### src/rtl/branch_predictor_pkg.sv
`default_nettype none
// ============================================================================
//  Module      : bp_pkg
//  Description : Shared encodings for the branch predictor: 2-bit counter
//                states, prediction status codes, init FSM states and the
//                saturating counter update helper.
//  Revision    : 1.0 - initial release
// ============================================================================
package bp_pkg;

   // 2-bit saturating counter encodings
   localparam logic [1:0] SNT = 2'b00;
   localparam logic [1:0] WNT = 2'b01;
   localparam logic [1:0] WT  = 2'b10;
   localparam logic [1:0] ST  = 2'b11;

   // Resolution status reported to fetch
   localparam logic [1:0] PSTAT_MISS_T  = 2'd0;  // predicted NT, actually T
   localparam logic [1:0] PSTAT_MISS_NT = 2'd1;  // predicted T, actually NT
   localparam logic [1:0] PSTAT_OK      = 2'd2;  // prediction correct
   localparam logic [1:0] PSTAT_NONE    = 2'd3;  // EX instruction is not a branch

   // Table initialisation FSM
   typedef enum logic [0:0] {
      ST_INIT = 1'b0,
      ST_RUN  = 1'b1
   } bp_state_t;

   // Saturating counter step: taken moves toward ST, not-taken toward SNT
   function automatic logic [1:0] sat_update(input logic [1:0] ctr, input logic taken);
      logic [1:0] nxt;
      nxt = ctr;
      case (ctr)
         SNT:     nxt = taken ? WNT : SNT;
         WNT:     nxt = taken ? WT  : SNT;
         WT:      nxt = taken ? ST  : WNT;
         default: nxt = taken ? ST  : WT;
      endcase
      return nxt;
   endfunction

endpackage
`default_nettype wire

### src/rtl/branch_predictor_if.sv
`default_nettype none
// ============================================================================
//  Module      : branch_predictor_if
//  Description : Fetch-side lookup and EX-side resolution signals of the
//                branch predictor. master = pipeline, slave = predictor.
//  Revision    : 1.0 - initial release
// ============================================================================
interface branch_predictor_if;

   // IF1 lookup request and IF2 control
   logic        stall;
   logic        IF2_Flush;
   logic [31:0] IF1_pc;

   // IF2 prediction results
   logic        IF2_BTBhit;
   logic [1:0]  IF2_branch_prediction;
   logic [31:0] IF2_pc_imm;
   logic        IF2_Branch;
   logic        IF2_Jump;

   // EX resolution
   logic        EX_Branch;
   logic        EX_Jump;
   logic        EX_ALUSrc;
   logic        EX_taken;
   logic [31:0] EX_pc;
   logic [31:0] EX_pc_imm;
   logic [1:0]  EX_branch_prediction;

   logic [1:0]  prediction_status;
   logic        ready;

   modport master (
      output stall, IF2_Flush, IF1_pc,
      output EX_Branch, EX_Jump, EX_ALUSrc, EX_taken, EX_pc, EX_pc_imm, EX_branch_prediction,
      input  IF2_BTBhit, IF2_branch_prediction, IF2_pc_imm, IF2_Branch, IF2_Jump,
      input  prediction_status, ready
   );

   modport slave (
      input  stall, IF2_Flush, IF1_pc,
      input  EX_Branch, EX_Jump, EX_ALUSrc, EX_taken, EX_pc, EX_pc_imm, EX_branch_prediction,
      output IF2_BTBhit, IF2_branch_prediction, IF2_pc_imm, IF2_Branch, IF2_Jump,
      output prediction_status, ready
   );

endinterface
`default_nettype wire

### src/rtl/branch_predictor_table_ram.sv
`default_nettype none
// ============================================================================
//  Module      : bp_table_ram
//  Description : Generic single-write, single synchronous-read RAM. A read
//                and write to the same address in one cycle returns the old
//                contents. rdata holds while re is low.
//  Revision    : 1.0 - initial release
// ============================================================================
module bp_table_ram #(
   parameter  int WIDTH  = 2,
   parameter  int DEPTH  = 256,
   localparam int ADDR_W = $clog2(DEPTH)
) (
   input  logic              clk,
   input  logic              we,
   input  logic [ADDR_W-1:0] waddr,
   input  logic [WIDTH-1:0]  wdata,
   input  logic              re,
   input  logic [ADDR_W-1:0] raddr,
   output logic [WIDTH-1:0]  rdata
);

   logic [WIDTH-1:0] mem [DEPTH];

   // Write port and read-before-write registered read port
   always_ff @(posedge clk) begin
      if (we) begin
         mem[waddr] <= wdata;
      end
      if (re) begin
         rdata <= mem[raddr];
      end
   end

endmodule
`default_nettype wire

### src/rtl/branch_predictor.sv
`default_nettype none
// ============================================================================
//  Module      : branch_predictor
//  Description : Direct-mapped PHT of 2-bit counters plus direct-mapped BTB.
//                IF1 PC lookup returns counter/hit/target/type in IF2 one
//                cycle later; EX resolution trains both tables and reports
//                prediction_status. Tables are initialised after reset.
//  Revision    : 1.0 - initial release
// ============================================================================
module branch_predictor
   import bp_pkg::*;
#(
   parameter int PHT_ENTRIES = 256,
   parameter int BTB_ENTRIES = 64
) (
   input  logic              clk,
   input  logic              rst,
   branch_predictor_if.slave bus
);

   localparam int PHT_IDX_W  = $clog2(PHT_ENTRIES);
   localparam int BTB_IDX_W  = $clog2(BTB_ENTRIES);
   localparam int TAG_W      = 32 - BTB_IDX_W - 2;
   localparam int BTB_W      = TAG_W + 32 + 2;
   localparam int INIT_DEPTH = (PHT_ENTRIES > BTB_ENTRIES) ? PHT_ENTRIES : BTB_ENTRIES;
   localparam int INIT_W     = $clog2(INIT_DEPTH);

   // ------------------------------------------------------------------------
   // Init FSM state
   // ------------------------------------------------------------------------
   bp_state_t         r_state;
   logic [INIT_W-1:0] r_init_idx;
   logic              r_ready;
   logic              w_run;
   logic              w_init;
   logic              w_init_pht_we;
   logic              w_init_btb_clr;

   assign w_run  = (r_state == ST_RUN);
   assign w_init = (r_state == ST_INIT);
   assign w_init_pht_we  = w_init && ({1'b0, r_init_idx} < (INIT_W+1)'(PHT_ENTRIES));
   assign w_init_btb_clr = w_init && ({1'b0, r_init_idx} < (INIT_W+1)'(BTB_ENTRIES));

   // Sweep every table index once after reset, then enter RUN
   always_ff @(posedge clk) begin
      if (rst) begin
         r_state    <= ST_INIT;
         r_init_idx <= '0;
         r_ready    <= 1'b0;
      end else begin
         case (r_state)
            ST_INIT: begin
               r_init_idx <= r_init_idx + 1'b1;
               if (r_init_idx == INIT_W'(INIT_DEPTH - 1)) begin
                  r_state <= ST_RUN;
                  r_ready <= 1'b1;
               end
            end
            default: begin
               r_state <= ST_RUN;
            end
         endcase
      end
   end

   assign bus.ready = r_ready;

   // ------------------------------------------------------------------------
   // Index / tag extraction
   // ------------------------------------------------------------------------
   logic [PHT_IDX_W-1:0] w_if_pht_idx;
   logic [BTB_IDX_W-1:0] w_if_btb_idx;
   logic [TAG_W-1:0]     w_if_tag;
   logic [PHT_IDX_W-1:0] w_ex_pht_idx;
   logic [BTB_IDX_W-1:0] w_ex_btb_idx;
   logic [TAG_W-1:0]     w_ex_tag;
   logic                 w_unused;

   assign w_if_pht_idx = bus.IF1_pc[PHT_IDX_W+1:2];
   assign w_if_btb_idx = bus.IF1_pc[BTB_IDX_W+1:2];
   assign w_if_tag     = bus.IF1_pc[31:BTB_IDX_W+2];
   assign w_ex_pht_idx = bus.EX_pc[PHT_IDX_W+1:2];
   assign w_ex_btb_idx = bus.EX_pc[BTB_IDX_W+1:2];
   assign w_ex_tag     = bus.EX_pc[31:BTB_IDX_W+2];

   // Byte-offset bits and the counter LSB carry no prediction information
   assign w_unused = ^{bus.IF1_pc[1:0], bus.EX_pc[1:0], bus.EX_branch_prediction[0]};

   // ------------------------------------------------------------------------
   // PHT: two identically-written copies. One serves IF1 lookups, the other
   // reads the counter of the EX branch so training is a read-modify-write
   // that lands one cycle after EX.
   // ------------------------------------------------------------------------
   logic                 w_pht_we;
   logic [PHT_IDX_W-1:0] w_pht_waddr;
   logic [1:0]           w_pht_wdata;
   logic [1:0]           w_pht_if_rdata;
   logic [1:0]           w_pht_ex_rdata;

   logic                 r_upd_vld;
   logic [PHT_IDX_W-1:0] r_upd_idx;
   logic                 r_upd_taken;
   logic                 r_prev_vld;
   logic [PHT_IDX_W-1:0] r_prev_idx;
   logic [1:0]           r_prev_val;
   logic [1:0]           w_upd_base;
   logic [1:0]           w_upd_next;

   // Back-to-back updates to one index: the RAM read missed the previous
   // write, so take the counter from the write just committed
   assign w_upd_base = (r_prev_vld && (r_prev_idx == r_upd_idx)) ? r_prev_val : w_pht_ex_rdata;
   assign w_upd_next = sat_update(w_upd_base, r_upd_taken);

   // PHT write port: init sweep has priority over training
   always_comb begin
      w_pht_we    = 1'b0;
      w_pht_waddr = r_upd_idx;
      w_pht_wdata = w_upd_next;
      if (w_init) begin
         w_pht_we    = w_init_pht_we;
         w_pht_waddr = r_init_idx[PHT_IDX_W-1:0];
         w_pht_wdata = WNT;
      end else if (r_upd_vld) begin
         w_pht_we = 1'b1;
      end
   end

   // Training pipeline: capture EX branch, then remember the committed write
   always_ff @(posedge clk) begin
      if (rst) begin
         r_upd_vld  <= 1'b0;
         r_prev_vld <= 1'b0;
      end else begin
         r_upd_vld  <= w_run && bus.EX_Branch;
         r_prev_vld <= w_run && r_upd_vld;
      end
      r_upd_idx   <= w_ex_pht_idx;
      r_upd_taken <= bus.EX_taken;
      r_prev_idx  <= r_upd_idx;
      r_prev_val  <= w_upd_next;
   end

   bp_table_ram #(.WIDTH(2), .DEPTH(PHT_ENTRIES)) u_pht_if (
      .clk   (clk),
      .we    (w_pht_we),
      .waddr (w_pht_waddr),
      .wdata (w_pht_wdata),
      .re    (!bus.stall),
      .raddr (w_if_pht_idx),
      .rdata (w_pht_if_rdata)
   );

   bp_table_ram #(.WIDTH(2), .DEPTH(PHT_ENTRIES)) u_pht_ex (
      .clk   (clk),
      .we    (w_pht_we),
      .waddr (w_pht_waddr),
      .wdata (w_pht_wdata),
      .re    (1'b1),
      .raddr (w_ex_pht_idx),
      .rdata (w_pht_ex_rdata)
   );

   // ------------------------------------------------------------------------
   // BTB: tag/target/type in RAM, valid bits in flops
   // ------------------------------------------------------------------------
   logic [BTB_ENTRIES-1:0] r_btb_valid;
   logic                   w_btb_we;
   logic [BTB_W-1:0]       w_btb_wdata;
   logic [BTB_W-1:0]       w_btb_rdata;
   logic [TAG_W-1:0]       w_btb_rtag;
   logic [31:0]            w_btb_rtarget;
   logic                   w_btb_rbranch;
   logic                   w_btb_rjump;

   // Allocate on taken branches and direct jumps; JALR targets are not cached
   assign w_btb_we    = w_run && ((bus.EX_Branch && bus.EX_taken) || (bus.EX_Jump && !bus.EX_ALUSrc));
   assign w_btb_wdata = {w_ex_tag, bus.EX_pc_imm, bus.EX_Branch, bus.EX_Jump};
   assign {w_btb_rtag, w_btb_rtarget, w_btb_rbranch, w_btb_rjump} = w_btb_rdata;

   // Valid bits: cleared by the init sweep, set on allocation
   always_ff @(posedge clk) begin
      if (rst) begin
         r_btb_valid <= '0;
      end else if (w_init) begin
         if (w_init_btb_clr) begin
            r_btb_valid[r_init_idx[BTB_IDX_W-1:0]] <= 1'b0;
         end
      end else if (w_btb_we) begin
         r_btb_valid[w_ex_btb_idx] <= 1'b1;
      end
   end

   bp_table_ram #(.WIDTH(BTB_W), .DEPTH(BTB_ENTRIES)) u_btb (
      .clk   (clk),
      .we    (w_btb_we),
      .waddr (w_ex_btb_idx),
      .wdata (w_btb_wdata),
      .re    (!bus.stall),
      .raddr (w_if_btb_idx),
      .rdata (w_btb_rdata)
   );

   // ------------------------------------------------------------------------
   // IF2 stage: r_if2_live marks a real lookup; without it every output
   // shows the miss values (reset, INIT and flush bubbles)
   // ------------------------------------------------------------------------
   logic             r_if2_live;
   logic             r_if2_valid;
   logic [TAG_W-1:0] r_if2_tag;
   logic             w_hit;

   // IF1->IF2 register: flush beats stall, stall beats a new lookup
   always_ff @(posedge clk) begin
      if (rst) begin
         r_if2_live  <= 1'b0;
         r_if2_valid <= 1'b0;
         r_if2_tag   <= '0;
      end else begin
         if (bus.IF2_Flush) begin
            r_if2_live <= 1'b0;
         end else if (!bus.stall) begin
            r_if2_live <= w_run;
         end
         if (!bus.stall) begin
            r_if2_valid <= r_btb_valid[w_if_btb_idx];
            r_if2_tag   <= w_if_tag;
         end
      end
   end

   assign w_hit = r_if2_live && r_if2_valid && (w_btb_rtag == r_if2_tag);

   assign bus.IF2_BTBhit            = w_hit;
   assign bus.IF2_branch_prediction = r_if2_live ? w_pht_if_rdata : WNT;
   assign bus.IF2_pc_imm            = w_hit ? w_btb_rtarget : 32'h0;
   assign bus.IF2_Branch            = w_hit && w_btb_rbranch;
   assign bus.IF2_Jump              = w_hit && w_btb_rjump;

   // ------------------------------------------------------------------------
   // Resolution status for fetch redirect / flush
   // ------------------------------------------------------------------------
   logic [1:0] w_pstat;

   // Compare predicted direction (counter MSB) with the resolved direction
   always_comb begin
      w_pstat = PSTAT_NONE;
      if (bus.EX_Branch) begin
         if (bus.EX_branch_prediction[1] == bus.EX_taken) begin
            w_pstat = PSTAT_OK;
         end else if (bus.EX_taken) begin
            w_pstat = PSTAT_MISS_T;
         end else begin
            w_pstat = PSTAT_MISS_NT;
         end
      end
   end

   assign bus.prediction_status = w_pstat;

endmodule
`default_nettype wire

### src/flat_wrapper.sv
// flat-port wrapper written by rule: the top's interface ports become plain ports
module branch_predictor_flat import bp_pkg::*;
#(
   parameter int PHT_ENTRIES = 256,
   parameter int BTB_ENTRIES = 64
)
  (clk, rst, bus_stall, bus_IF2_Flush, bus_IF1_pc, bus_EX_Branch, bus_EX_Jump, bus_EX_ALUSrc, bus_EX_taken, bus_EX_pc, bus_EX_pc_imm, bus_EX_branch_prediction, bus_IF2_BTBhit, bus_IF2_branch_prediction, bus_IF2_pc_imm, bus_IF2_Branch, bus_IF2_Jump, bus_prediction_status, bus_ready);
  branch_predictor_if bus_i ();
  input  logic clk;
  input  logic rst;
  input wire logic [$bits(bus_i.stall)-1:0] bus_stall;
  input wire logic [$bits(bus_i.IF2_Flush)-1:0] bus_IF2_Flush;
  input wire logic [$bits(bus_i.IF1_pc)-1:0] bus_IF1_pc;
  input wire logic [$bits(bus_i.EX_Branch)-1:0] bus_EX_Branch;
  input wire logic [$bits(bus_i.EX_Jump)-1:0] bus_EX_Jump;
  input wire logic [$bits(bus_i.EX_ALUSrc)-1:0] bus_EX_ALUSrc;
  input wire logic [$bits(bus_i.EX_taken)-1:0] bus_EX_taken;
  input wire logic [$bits(bus_i.EX_pc)-1:0] bus_EX_pc;
  input wire logic [$bits(bus_i.EX_pc_imm)-1:0] bus_EX_pc_imm;
  input wire logic [$bits(bus_i.EX_branch_prediction)-1:0] bus_EX_branch_prediction;
  output wire logic [$bits(bus_i.IF2_BTBhit)-1:0] bus_IF2_BTBhit;
  output wire logic [$bits(bus_i.IF2_branch_prediction)-1:0] bus_IF2_branch_prediction;
  output wire logic [$bits(bus_i.IF2_pc_imm)-1:0] bus_IF2_pc_imm;
  output wire logic [$bits(bus_i.IF2_Branch)-1:0] bus_IF2_Branch;
  output wire logic [$bits(bus_i.IF2_Jump)-1:0] bus_IF2_Jump;
  output wire logic [$bits(bus_i.prediction_status)-1:0] bus_prediction_status;
  output wire logic [$bits(bus_i.ready)-1:0] bus_ready;
  assign bus_i.stall = bus_stall;
  assign bus_i.IF2_Flush = bus_IF2_Flush;
  assign bus_i.IF1_pc = bus_IF1_pc;
  assign bus_i.EX_Branch = bus_EX_Branch;
  assign bus_i.EX_Jump = bus_EX_Jump;
  assign bus_i.EX_ALUSrc = bus_EX_ALUSrc;
  assign bus_i.EX_taken = bus_EX_taken;
  assign bus_i.EX_pc = bus_EX_pc;
  assign bus_i.EX_pc_imm = bus_EX_pc_imm;
  assign bus_i.EX_branch_prediction = bus_EX_branch_prediction;
  assign bus_IF2_BTBhit = bus_i.IF2_BTBhit;
  assign bus_IF2_branch_prediction = bus_i.IF2_branch_prediction;
  assign bus_IF2_pc_imm = bus_i.IF2_pc_imm;
  assign bus_IF2_Branch = bus_i.IF2_Branch;
  assign bus_IF2_Jump = bus_i.IF2_Jump;
  assign bus_prediction_status = bus_i.prediction_status;
  assign bus_ready = bus_i.ready;
  branch_predictor #(.PHT_ENTRIES(PHT_ENTRIES), .BTB_ENTRIES(BTB_ENTRIES)) u_core (.clk(clk), .rst(rst), .bus(bus_i));
endmodule
### config.mk
export PLATFORM = sky130hd
export DESIGN_NAME = branch_predictor_flat
export DESIGN_NICKNAME = d
export VERILOG_FILES = /design/src/rtl/branch_predictor_pkg.sv /design/src/rtl/branch_predictor_if.sv /design/src/rtl/branch_predictor_table_ram.sv /design/src/rtl/branch_predictor.sv /design/src/flat_wrapper.sv
export SDC_FILE = /design/constraint.sdc
export NUM_CORES = 2
export LEC_CHECK = 0
export BUFFER_PORTS_ARGS = -buffer_cell sky130_fd_sc_hd__buf_2
export CORE_ASPECT_RATIO = 0.6
export CORE_MARGIN = 5
export CORE_UTILIZATION = 40
export DETAILED_ROUTE_END_ITERATION = 8
export PLACE_DENSITY = 0.65
export SYNTH_ARGS = -nofsm -noshare
export SYNTH_HDL_FRONTEND = slang
export SYNTH_MEMORY_MAX_BITS = 65536
export SYNTH_SLANG_ARGS = --single-unit
### constraint.sdc
create_clock -name clk -period 14.8 [get_ports clk]
set_input_delay 1.48 -clock clk [delete_from_list [all_inputs] [get_ports clk]]
set_output_delay 1.48 -clock clk [all_outputs]
set_load 0.005 [all_outputs]
### Word-level counts from Yosys, hierarchy flattened

Memory sizes are Yosys's and may differ from the RTL's. A register that Yosys moved wholly into a read port is not among the register bits.
Index checks and enable logic that the tools add are counted.

| storage, ports and cells | value |
|---|---|
| register bits after elaboration | 121 |
| bits in latches | 0 |
| memory bits (writable) | 4736 |
| memory bits (read-only) | 0 |
| memories | 3 |

Memory list:

| name | depth | width | read ports | clocked after memory_dff | write ports | line | RTL |
|---|---|---|---|---|---|---|---|
| u_core.u_btb.mem | 64 | 58 | 1 | 1 | 1 | branch_predictor_table_ram.sv:23 | `logic [WIDTH-1:0] mem [DEPTH];` |
| u_core.u_pht_ex.mem | 256 | 2 | 1 | 1 | 1 | branch_predictor_table_ram.sv:23 |  |
| u_core.u_pht_if.mem | 256 | 2 | 1 | 1 | 1 | branch_predictor_table_ram.sv:23 |  |

| operators by class | value |
|---|---|
| add/subtract/negate cells | 1 |
| multiply operators | 0 |
| divide/modulo/power cells | 0 |
| order comparisons | 6 |
| equality and inequality tests | 7 |
| shifts and indexed selects | 0 |
| multiplexer cells | 30 |
| bitwise operators | 4 |
| reduce and logical (&&, ||, !) cells | 22 |

Operator list:

| kind | count |
|---|---|
| $mux 64 | 3 |
| $and 64x64->64 | 1 |
| $not 64->64 | 1 |
| $or 64x64->64 | 1 |
| $mux 32 | 1 |
| $eq 24x24->1 | 1 |
| $lt 6x7->1 const B | 3 |
| $mux 1 | 14 |
| $mux 2 | 7 |
| $logic_and 1x1->1 | 13 |
| $demux 1 s6 | 2 |
| $ge 6x1->1 const B | 2 |
| $add 8x1->8 const B | 1 |
| $eq 8x8->1 | 1 |
| $eq 8x8->1 const B | 1 |
| $lt 8x7->1 const B | 1 |
| $mux 8 | 1 |
| $bmux 1 s6 | 1 |
| $pmux 2 s3 | 1 |
| $reduce_and 2->1 | 2 |
| $logic_not 1->1 | 3 |
| $eq 2x1->1 const B | 1 |
| $eq 2x2->1 const B | 1 |
| $logic_not 2->1 | 1 |
| 6 further kinds | 6 |

### Logic depth before layout (Yosys ltp)

| depth | value |
|---|---|
| word-level depth | 8 |
| depth in mapped cells | 12 |
| gate-level depth less buffers | 6 |

### Cells and area by module

Synthesis repeated with hierarchy kept, for this count alone.

| unflattened totals | value |
|---|---|
| cells, all modules | 9079 |
| area total of the unflattened synthesis | 190346.3 sq um |

Modules (own cells, without submodules):

| module | instances | cells an instance | area an instance (sq um) | sequential area each (sq um) |
|---|---|---|---|---|
| bp_table_ram (u_core.u_btb) | 1 | 5998 | 141858.6 | 113208.6 |
| bp_table_ram (u_core.u_pht_ex ...) | 2 | 1242 | 21401.8 | 15434.8 |
| branch_predictor | 1 | 597 | 5684.2 | 2422.3 |

### Worst setup path after synthesis

OpenSTA, ideal clock, no wires.

| timing path | value |
|---|---|
| path type | in2reg |
| start point | input bus_EX_pc[4] |
| end point | memory u_core.u_btb.mem[23][0] (netlist bit), enable pin |
| library setup time | 0.620 ns |
| data arrival time | 8.305 ns |
| required time | 14.180 ns |
| path slack | 5.874 ns |
| cell stages on the path | 7 |
| path buffers | 5 |
| path through | buf_2 -> buf_2 -> buf_2 -> buf_2 -> buf_1 -> nand3_1 -> nor4_1 |

RTL lines:

| what | line | RTL |
|---|---|---|
| start: declaration | flat_wrapper.sv:18 | `input wire logic [$bits(bus_i.EX_pc)-1:0] bus_EX_pc;` |
| end: declaration | branch_predictor_table_ram.sv:23 |  |

Straight into the memory's write port.

### Worst setup path after layout

| timing path | value |
|---|---|
| start point | input bus_EX_Jump |
| end point | memory u_core.u_btb.mem[24][51] (netlist bit), enable pin |

| between the ends | value |
|---|---|
| longest elaborated chain between the ends | 5 |

Ends and longest elaborated chain:

| what | line | RTL |
|---|---|---|
| start: declaration | flat_wrapper.sv:15 | `input wire logic [$bits(bus_i.EX_Jump)-1:0] bus_EX_Jump;` |
| $logic_and 1x1->1 | branch_predictor.sv:176 | `assign w_btb_we = w_run && ((bus.EX_Branch && bus.EX_taken) \|\| (bus.EX_Jump && !bus.EX_ALUSrc));` |
| $logic_or 1x1->1 | branch_predictor.sv:176 |  |
| $logic_and 1x1->1 | branch_predictor.sv:176 |  |
| $mux 1 | branch_predictor_table_ram.sv:27 | `if (we) begin` |
| $mux 1 (implied by the code) | branch_predictor_table_ram.sv:28 | `mem[waddr] <= wdata;` |

Every way passes these cells.

==> metrics.csv <==
stage,metric,value,unit
status,outcome,"finished, violations left",
status,violations,"max-capacitance violations, max-slew violations",
yosys,syn_area,0.1729,mm^2
place,gp_congestion,0.8792,
timing,fmax,157.5,MHz
yosys,yosysSeqAreaShare,75.81,%
setup_path,crit_top_cell,buf_4,
layout,fill_cells,35470,
die,die-area,0.4460,mm^2
setup_path,arrival,6.84,ns
cts,htreeDepth,5,
place,place_area,0.1813,mm^2
yosys,synthArstFlopShare,0,%
power_and_ir_drop,p_leak,0.05874,uW
cts,cts_setup_buffers,0,
hold_path,hold_class,register to register,
detailed_routing,num_vias,89120,
setup_path,path_buf_inv,5,
layout,drive_gt1_share,29.67,%
layout,stdcell_area,0.1935,mm^2
yosys,synthCells,7630,
layout,flow.area_growth_from_synthesis,11.90,%
setup_path,cp-end-kind,register,
timing,min_period_over_period,42.89,%
timing,layout_min_cycle_time,6.348,ns
detailed_routing,drtPass1Iterations,9,
die,die_h,519.3,um
cts,cts.path.max_buffers,4,
grt,grt_overflow,0,
detailed_routing,drt_iter0_drc,15930,
detailed_routing,detail_route.wl_per_cell,36.33,um
yosys,yosysWarningCount,0,
timing,final_max_slew_viol_count,10,
power_and_ir_drop,power.density,128.9,mW/mm^2
timing,slew_headroom,-2.646,%
cts,cts-resized-gates,0,
grt,grt.total_usage,22.20,%
setup_path,path_cells,"buf_2, buf_4, inv_1, o21a_1, nor2_1, nand2_1, nor2_4, buf_4, buf_4",
power_and_ir_drop,vdd_drop_max,0.1065,mV
yosys,ys_ff_latch,4407,
timing,hold_viol_final,0,
yosys,synth.net_count,7738,
timing,rsz0062_at_grt,no,
cts,cts.sink_count,4407,
grt,grt_max_degree,150,
die,coreArea,0.4317,mm^2
setup_path,critPathKind,primary input to register,
die,start_util,40.06,%
layout,final_util,44.83,%
detailed_routing,antenna_left,0,
yosys,synth.largest_area_cell,edfxtp_1,
setup_path,crit_family,simple AND/OR/NAND/NOR gates,
yosys,syn_area_per_cell,22.66,um^2
place,port-buffer-count,140,
yosys,synth.distinct_cells,74,
cts,clk_pin_slew_worst_paths,0.07,ns
grt,antenna_found_initial,49,
cts,tritoncts,done,
grt,grt_pass1_vias,85720,
cts,cts_buffers,374,
setup_path,ff2ff_setup_slack,9.26,ns
job,drv_cap,2,
die,rows,187,
cts,cts_hold_buffers,0,
layout,num-nets-final,8015,
timing,fin_setup_tns,0,ns
die,fp.dieW,858.8,um
setup_path,slowest_delay,0.98,ns
timing,hold_slack,0.4054,ns
timing,setup_viol,0,
setup_path,required,15.29,ns
timing,worst-slew-pin-transition,1.526,ns
power_and_ir_drop,power.total,24940,uW
detailed_routing,viasPerCell,6.372,
yosys,ys_top_cells_by_area,"edfxtp_1, mux4_2, dfxtp_1",
setup_path,slowest_stage,nor2_4,
setup_path,start_kind,primary input,
cts,ctsRootBufferMaster,clkbuf_16,
cts,worst_skew_pair.late_latency,0.95,ns
detailed_routing,drc,0,
place,hpwlAfterDp,264000,um
die,ios,146,
detailed_routing,drt_wl_total,508100,um
yosys,yosysTopAreaCellShare,74.39,%
yosys,yosys_most_used_dff,edfxtp_1,
timing,finClkSkew,0.09662,ns
setup_path,worstPathMaxFanout,65,
grt,grt_pass1_wl,697100,um
yosys,synth_edf_count,4284,
cell type report:
cell class,count,area (um^2),area share [%]
antenna,14,35.03,0.01810
tap,5764,7212,3.727
sequential,4407,131100,67.75
inverter,29,153.9,0.07953
clock inverter,213,2203,1.139
clock buffer,465,9995,5.165
timing repair buffer,362,2623,1.355
multi-input combinational,2733,40180,20.77
registers in the layout, summed over array words and instances (netlist names):
| name | flops |
|---|---|
| u_core.u_btb.mem | 3712 |
| u_core.u_pht_if.mem | 504 |
| u_core.r_btb_valid | 64 |
| u_core.u_btb.rdata | 58 |
| u_core.r_if2_tag | 24 |
| u_core.r_init_idx | 8 |
| u_core.r_prev_idx | 8 |
| u_core.r_upd_idx | 8 |
| u_core.u_pht_ex.mem | 8 |
| u_core.r_prev_val | 2 |
| u_core.u_pht_ex.rdata | 2 |
| u_core.u_pht_if.rdata | 2 |
| u_core.bus.ready | 1 |
| u_core.r_if2_live | 1 |
| u_core.r_if2_valid | 1 |
| u_core.r_prev_vld | 1 |
| u_core.r_state | 1 |
| u_core.r_upd_taken | 1 |
| u_core.r_upd_vld | 1 |
through the flow:
stage	instances	setup WS, ns
6_report	13990	8.452
5_1_grt	13980	8.450
4_1_cts	13970	8.742
3_5_place_dp	13300	7.780
3_3_place_gp	13300	7.909
2_1_floorplan	7630	5.874
logic make-up after synthesis:
kind of cell	count (synthesis)	share of synthesized area [%]
muxes	1547	19.07
DFF	4407	75.81
xor gates and xnor gates	38	0.1925
buffers and inverters	490	1.210
adders and majority gates	2	0.01447
AOI/OAI and AO/OA	413	1.768
and+or+nand+nor	733	1.926
metal layers:
layer	track usage [%]	routed length, um	part of all wire, %
met3	7.500	74750	15
met1	33.19	201100	40
met4	6.080	15730	3.1
met2	31.12	216400	43
met5	0	161	0.032
final timing paths:
check / end / start / cells after the start
setup / recovery: u_core.u_btb.mem[24][51] / bus_EX_Jump / 9
hold / removal: u_core.r_prev_idx[0] / u_core.r_upd_idx[0] / 0
setup reg to reg: u_core.u_btb.mem[24][51] / u_core.r_state / 8
hold reg to reg: u_core.r_prev_idx[0] / u_core.r_upd_idx[0] / 0
power breakdown:
group          internal [uW]  switching, uW
combinational            477            707
clock                   5530           4510
sequential             13700           31.6
placed cells by master, fill, tap and decap left out, drive strengths merged, types with 57 or more instances in the layout:
cell    Yosys  routed
clkbuf    258     465
clkinv      2     151
nor2      397     397
mux2       57      57
edfxtp   4284    4284
dfxtp     123     123
nand2     122     122
a22oi      79      79
mux4     1393    1393
mux2i      97      97
buf       203     362
a21oi      58      58
Yosys cell counts, types with 38 or more instances:
| master | n |
|---|---|
| buf_1 | 68 |
| a21oi_1 | 58 |
| buf_2 | 113 |
| nor2_1 | 397 |
| clkbuf_1 | 258 |
| dfxtp_1 | 123 |
| a211oi_1 | 45 |
| and2_1 | 38 |
| edfxtp_1 | 4284 |
| nand2_1 | 122 |
| mux4_2 | 1393 |
| mux2_2 | 57 |
| a22oi_1 | 79 |
| mux2i_1 | 97 |
No activity file was read; power rests on OpenSTA's default activity.
